--- src/rtl/fifo_wr_mem_if.sv ---
// Write-side bus of the async FIFO write half: write request/data, synchronised read
// pointer, asynchronous read lookup, and the write-domain status outputs.
interface fifo_wr_mem_if #(
    parameter int DATA_WIDTH = 8,
    parameter int ADDR_WIDTH = 3
);
    logic                  winc;
    logic [DATA_WIDTH-1:0] wdata;
    logic [ADDR_WIDTH:0]   wq2_rptr;
    logic [ADDR_WIDTH-1:0] raddr;
    logic [DATA_WIDTH-1:0] rdata;
    logic [ADDR_WIDTH:0]   wptr;
    logic                  wfull;
    logic                  wovf;
    logic [ADDR_WIDTH:0]   wcount;
    logic                  almost_full;

    modport master (
        output winc, wdata, wq2_rptr, raddr,
        input  rdata, wptr, wfull, wovf, wcount, almost_full
    );

    modport slave (
        input  winc, wdata, wq2_rptr, raddr,
        output rdata, wptr, wfull, wovf, wcount, almost_full
    );
endinterface

--- src/rtl/fifo_wr_mem.sv ---
// Async FIFO write half: storage array, binary/Gray write pointer, full, overflow and fill level.
// Optional almost_full threshold logic is built only when FIFO_WR_MEM_AFULL_EN is defined.
module fifo_wr_mem #(
    parameter int DATA_WIDTH   = 8,
    parameter int ADDR_WIDTH   = 3,
    parameter int AFULL_THRESH = 2
) (
    input  logic          wclk,
    input  logic          wrst_n,
    fifo_wr_mem_if.slave  bus
);
    localparam int DEPTH = 1 << ADDR_WIDTH;
    localparam int PW    = ADDR_WIDTH + 1;

    function automatic logic [PW-1:0] gray2bin(input logic [PW-1:0] g);
        logic [PW-1:0] b;
        b[PW-1] = g[PW-1];
        for (int i = PW - 2; i >= 0; i--) begin
            b[i] = b[i+1] ^ g[i];
        end
        return b;
    endfunction

    logic [DATA_WIDTH-1:0] r_mem [DEPTH];
    logic [PW-1:0]         r_wbin;
    logic [PW-1:0]         r_wptr;
    logic [PW-1:0]         r_wcount;
    logic                  r_wfull;
    logic                  r_wovf;

    logic                  w_wen;
    logic [PW-1:0]         w_wbin_next;
    logic [PW-1:0]         w_wgray_next;
    logic [PW-1:0]         w_rbin;
    logic [PW-1:0]         w_full_cmp;
    logic [PW-1:0]         w_wcount_next;
    logic                  w_wfull_next;

    assign w_wen         = bus.winc & ~r_wfull;
    assign w_wbin_next   = r_wbin + PW'(w_wen);
    assign w_wgray_next  = w_wbin_next ^ (w_wbin_next >> 1);
    assign w_rbin        = gray2bin(bus.wq2_rptr);
    // Full when the write pointer is one lap ahead: top two Gray bits inverted, rest equal.
    assign w_full_cmp    = {~bus.wq2_rptr[ADDR_WIDTH:ADDR_WIDTH-1], bus.wq2_rptr[ADDR_WIDTH-2:0]};
    assign w_wfull_next  = (w_wgray_next == w_full_cmp);
    assign w_wcount_next = w_wbin_next - w_rbin;

    always_ff @(posedge wclk or negedge wrst_n) begin
        if (!wrst_n) begin
            for (int i = 0; i < DEPTH; i++) begin
                r_mem[i] <= '0;
            end
        end else if (w_wen) begin
            r_mem[r_wbin[ADDR_WIDTH-1:0]] <= bus.wdata;
        end
    end

    always_ff @(posedge wclk or negedge wrst_n) begin
        if (!wrst_n) begin
            r_wbin   <= '0;
            r_wptr   <= '0;
            r_wcount <= '0;
            r_wfull  <= 1'b0;
            r_wovf   <= 1'b0;
        end else begin
            r_wbin   <= w_wbin_next;
            r_wptr   <= w_wgray_next;
            r_wcount <= w_wcount_next;
            r_wfull  <= w_wfull_next;
            r_wovf   <= bus.winc & r_wfull;
        end
    end

`ifdef FIFO_WR_MEM_AFULL_EN
    logic r_afull;

    always_ff @(posedge wclk or negedge wrst_n) begin
        if (!wrst_n) begin
            r_afull <= 1'b0;
        end else begin
            r_afull <= (w_wcount_next >= PW'(DEPTH - AFULL_THRESH));
        end
    end

    assign bus.almost_full = r_afull;
`else
    assign bus.almost_full = 1'b0;
`endif

    assign bus.rdata  = r_mem[bus.raddr];
    assign bus.wptr   = r_wptr;
    assign bus.wcount = r_wcount;
    assign bus.wfull  = r_wfull;
    assign bus.wovf   = r_wovf;
endmodule
--- src/flat_wrapper.sv ---
// flat-port wrapper written by rule: the top's interface ports become plain ports
module fifo_wr_mem_flat 
#(
    parameter int DATA_WIDTH   = 8,
    parameter int ADDR_WIDTH   = 3,
    parameter int AFULL_THRESH = 2
)
  (wclk, wrst_n, bus_winc, bus_wdata, bus_wq2_rptr, bus_raddr, bus_rdata, bus_wptr, bus_wfull, bus_wovf, bus_wcount, bus_almost_full);
  fifo_wr_mem_if #(.DATA_WIDTH(DATA_WIDTH), .ADDR_WIDTH(ADDR_WIDTH)) bus_i ();
  input  logic wclk;
  input  logic wrst_n;
  input wire logic [$bits(bus_i.winc)-1:0] bus_winc;
  input wire logic [$bits(bus_i.wdata)-1:0] bus_wdata;
  input wire logic [$bits(bus_i.wq2_rptr)-1:0] bus_wq2_rptr;
  input wire logic [$bits(bus_i.raddr)-1:0] bus_raddr;
  output wire logic [$bits(bus_i.rdata)-1:0] bus_rdata;
  output wire logic [$bits(bus_i.wptr)-1:0] bus_wptr;
  output wire logic [$bits(bus_i.wfull)-1:0] bus_wfull;
  output wire logic [$bits(bus_i.wovf)-1:0] bus_wovf;
  output wire logic [$bits(bus_i.wcount)-1:0] bus_wcount;
  output wire logic [$bits(bus_i.almost_full)-1:0] bus_almost_full;
  assign bus_i.winc = bus_winc;
  assign bus_i.wdata = bus_wdata;
  assign bus_i.wq2_rptr = bus_wq2_rptr;
  assign bus_i.raddr = bus_raddr;
  assign bus_rdata = bus_i.rdata;
  assign bus_wptr = bus_i.wptr;
  assign bus_wfull = bus_i.wfull;
  assign bus_wovf = bus_i.wovf;
  assign bus_wcount = bus_i.wcount;
  assign bus_almost_full = bus_i.almost_full;
  fifo_wr_mem #(.DATA_WIDTH(DATA_WIDTH), .ADDR_WIDTH(ADDR_WIDTH), .AFULL_THRESH(AFULL_THRESH)) u_core (.wclk(wclk), .wrst_n(wrst_n), .bus(bus_i));
endmodule
--- config.mk ---
export PLATFORM = sky130hd
export DESIGN_NAME = fifo_wr_mem_flat
export DESIGN_NICKNAME = d
export VERILOG_FILES = /design/src/rtl/fifo_wr_mem_if.sv /design/src/rtl/fifo_wr_mem.sv /design/src/flat_wrapper.sv
export SDC_FILE = /design/constraint.sdc
export NUM_CORES = 1
export LEC_CHECK = 0
export CAP_MARGIN = 20
export CELL_PAD_IN_SITES_DETAIL_PLACEMENT = 0
export CELL_PAD_IN_SITES_GLOBAL_PLACEMENT = 1
export CORE_MARGIN = 2
export CORE_UTILIZATION = 47
export DETAILED_ROUTE_END_ITERATION = 8
export PLACE_DENSITY = 0.79
export SLEW_MARGIN = 10
export SYNTH_ARGS = -nofsm -noshare
export SYNTH_HDL_FRONTEND = slang
export SYNTH_SLANG_ARGS = --single-unit
--- constraint.sdc ---
create_clock -name wclk -period 4 [get_ports wclk]
set_clock_uncertainty 0.2 [all_clocks]
set_input_delay 1.2 -clock wclk [delete_from_list [all_inputs] [get_ports wclk]]
set_output_delay 1.2 -clock wclk [all_outputs]
set_load 0.02 [all_outputs]
==> results.sh <==
export IMPL_crit_path_end_kind="output port"
export IMPL_tns_ns=0
export IMPL_grt_pass1_wl_um=11800
export IMPL_yosysWarningCount=0
export IMPL_htreeDepth=3
export IMPL_ys_ff_latch=77
export IMPL_overflow=0
export IMPL_first_global_vias=2158
export IMPL_clk_pin_slew_worst_paths_ns=0.08
export IMPL_post_route_period_util_pct=99.2
export IMPL_final_max_slew_violation_count=0
export IMPL_path_cells="clkbuf_4 -> buf_12 -> mux4_2 -> mux2_2 -> clkdlybuf4s15_2"
export IMPL_synth_cell_types=34
export IMPL_drt_iter0_markers=82
export IMPL_fin_area_um2=4380
export IMPL_worst_path_largest_cell_delay_ns=0.51
export IMPL_clockBufferDepth=2
export IMPL_grt_usage_pct=18.9
export IMPL_worst_setup_path_start_kind="input port"
export IMPL_syn_nets=255
export IMPL_critical_path_arrival_ns=2.57
export IMPL_async_reset_ff_share_pct=100
export IMPL_slew_headroom_pct=35.1
export IMPL_vias=2030
export IMPL_place_gp_congestion=0.755
export IMPL_period_minus_slack_ns=3.97
export IMPL_firstDrtPassIters=4
export IMPL_die_w_um=91.6
export IMPL_wl_um=7070
export IMPL_cts_sinks=77
export IMPL_hpwl_um=4320
export IMPL_synth_edff_count=0
export IMPL_final_cell_mix="77 x dfrtp_1, 71 x mux2_2, 24 x clkdlybuf4s50_1, 16 x mux4_2"
export IMPL_p_leak_uw=0.00185
export IMPL_antenna_found_initial=0
export IMPL_core_um2=7330
export IMPL_placed_cell_area_um2=4120
export IMPL_hold_buffers=0
export IMPL_grt_max_degree=78
export IMPL_drive_above_1_share_pct=46.6
export IMPL_final_common_cell="dfrtp_1"
export IMPL_rsz0062_at_grt="false"
export IMPL_max_freq_mhz=252
export IMPL_wl_per_cell_um=18.5
export IMPL_maxCapViolCount=0
export IMPL_row_count=31
export IMPL_hold_violations=0
export IMPL_synth_flop_cell="dfrtp_1"
export IMPL_tightest_slew_ns=0.974
export IMPL_critical_path_top_delay_family="multiplexers"
export IMPL_n_antenna_cell=0
export IMPL_area_growth_pct=21.5
export IMPL_cts_made_buffers=9
export IMPL_fin_util_pct=59.8
export IMPL_start_util_pct=49.2
export IMPL_fillers=564
export IMPL_synth_area_um2=3610
export IMPL_ys_seq_area_share_pct=53.4
export IMPL_critPathRequiredTime_ns=2.60
export IMPL_die_height_um=91.6
export IMPL_finalSetupViolations=0
export IMPL_hold_slack_ns=0.304
export IMPL_portBuffers=35
export IMPL_p_per_area_nw_per_um2=789
export IMPL_crit_buf_inv=3
export IMPL_layout_nets=301
export IMPL_status="complete, no violations"
export IMPL_clock_latency_ns=0.34
export IMPL_slowest_stage="mux4_2"
export IMPL_synthCells=232
export IMPL_setup_slack_ns=0.0340
export IMPL_detail_route_antenna_nets=0
export IMPL_syn_area_per_cell_um2=15.5
export IMPL_cts_tree="built"
export IMPL_dp_slack_ns=-0.658
export IMPL_die_area_um2=8390
export IMPL_io_pin_count=37
export IMPL_drc_errors=0
export IMPL_cp_max_fo=8
export IMPL_vias_per_cell=5.31
export IMPL_clockRootBuffer="clkbuf_8"
export IMPL_hp_class="register to register"
export IMPL_path_class="input port to output port"
export IMPL_irDropWorstVdd_uv=372
==> area by class of cell <==
type                       count  area (um^2)  area share (%)
inverter                       6         25.0           0.571
sequential                    77         1930            44.0
tap                           99          124            2.83
clock buffer                  10          138            3.14
clock inverter                 6         61.3            1.40
timing repair buffer          46          515            11.8
multi-input combinational    138         1590            36.3
==> cells by family after synthesis <==
group | synth area share (%)
AND/OR/NAND/NOR | 3.37
XOR/XNOR | 4.61
buffers and inverters | 2.39
adder cells (fa/ha/maj) | 1.73
AO/OA/AOI/OAI | 1.04
multiplexers | 33.3
flip-flops | 53.4
other | 0.104
==> flip-flops by register name, indices dropped and copies added, names as in the netlist <==
| name | cells |
|---|---|
| u_core.bus.wcount | 4 |
| u_core.bus.wfull | 1 |
| u_core.bus.wovf | 1 |
| u_core.bus.wptr | 3 |
| u_core.r_mem | 64 |
| u_core.r_wbin | 4 |
==> where the power goes <==
group	switching, uW	leakage, uW	total (uW)	internal [uW]
Sequential	216	0.000925	1400	1180
Clock	286	0.000102	590	304
Combinational	615	0.000821	1470	858
Total	1120	0.00185	3460	2340
==> final timing paths <==
path | from | endpoint | slack, ns | depth (start not counted)
max | bus_raddr[0] | bus_rdata[5] | 0.03 | 5
min | u_core.r_mem[45] | u_core.r_mem[45] | 0.30 | 1
max reg2reg | u_core.bus.wfull | u_core.bus.wfull | 1.63 | 8
min reg2reg | u_core.r_mem[45] | u_core.r_mem[45] | 0.30 | 1
max in group asynchronous | wrst_n | u_core.r_mem[6] | 2.17 | 1
min in group asynchronous | wrst_n | u_core.r_mem[26] | 0.81 | 1
==> cell usage after synthesis, types with 2 or more instances <==
library cell	count	area, um^2
xor2_1	4	35.0
buf_2	4	20.0
nand3b_1	2	15.0
buf_4	2	15.0
mux4_2	16	360
ha_1	5	62.6
a21oi_1	3	15.0
nand2_1	3	11.3
inv_1	5	18.8
clkbuf_1	3	11.3
dfrtp_1	77	1930
mux2i_1	3	30.0
nor3b_2	2	25.0
xnor2_1	10	87.6
nor2b_1	2	12.5
nand3_1	3	15.0
mux2_2	71	800
==> timing repair <==
item / CTS / global route
pin swaps: 0 / 0
cloned: 2 / 0
buffers inserted: 0 / 0
setup endpoints to repair: 8 / 7
gates resized for setup: 32 / 2
==> routing by layer <==
layer | vias up | track usage [%] | part of all wire, %
li1 | 940 | - | -
met1 | 1034 | 27.0 | 49
met2 | 43 | 28.4 | 46
met3 | 13 | 3.57 | 3.4
met4 | 0 | 8.08 | 2.2
met5 | - | 0 | 0
==> per-stage QoR <==
stage | std cells | total power, uW
finish | 382 | 3460
global route | 382 | 3690
CTS | 382 | 3500
detailed placement | 364 | 2900
global placement | 364 | 2860
floorplan | 232 | 2440
==> worst register-to-register path, stage by stage (launching register included) <==
cell	delay (ns)
dfrtp_1	0.40
nor2b_2	0.21
ha_1	0.19
ha_1	0.24
xnor2_4	0.19
inv_4	0.09
or3_1	0.35
a211o_1	0.30
a21oi_1	0.14
(Power assumes the default switching activity.)
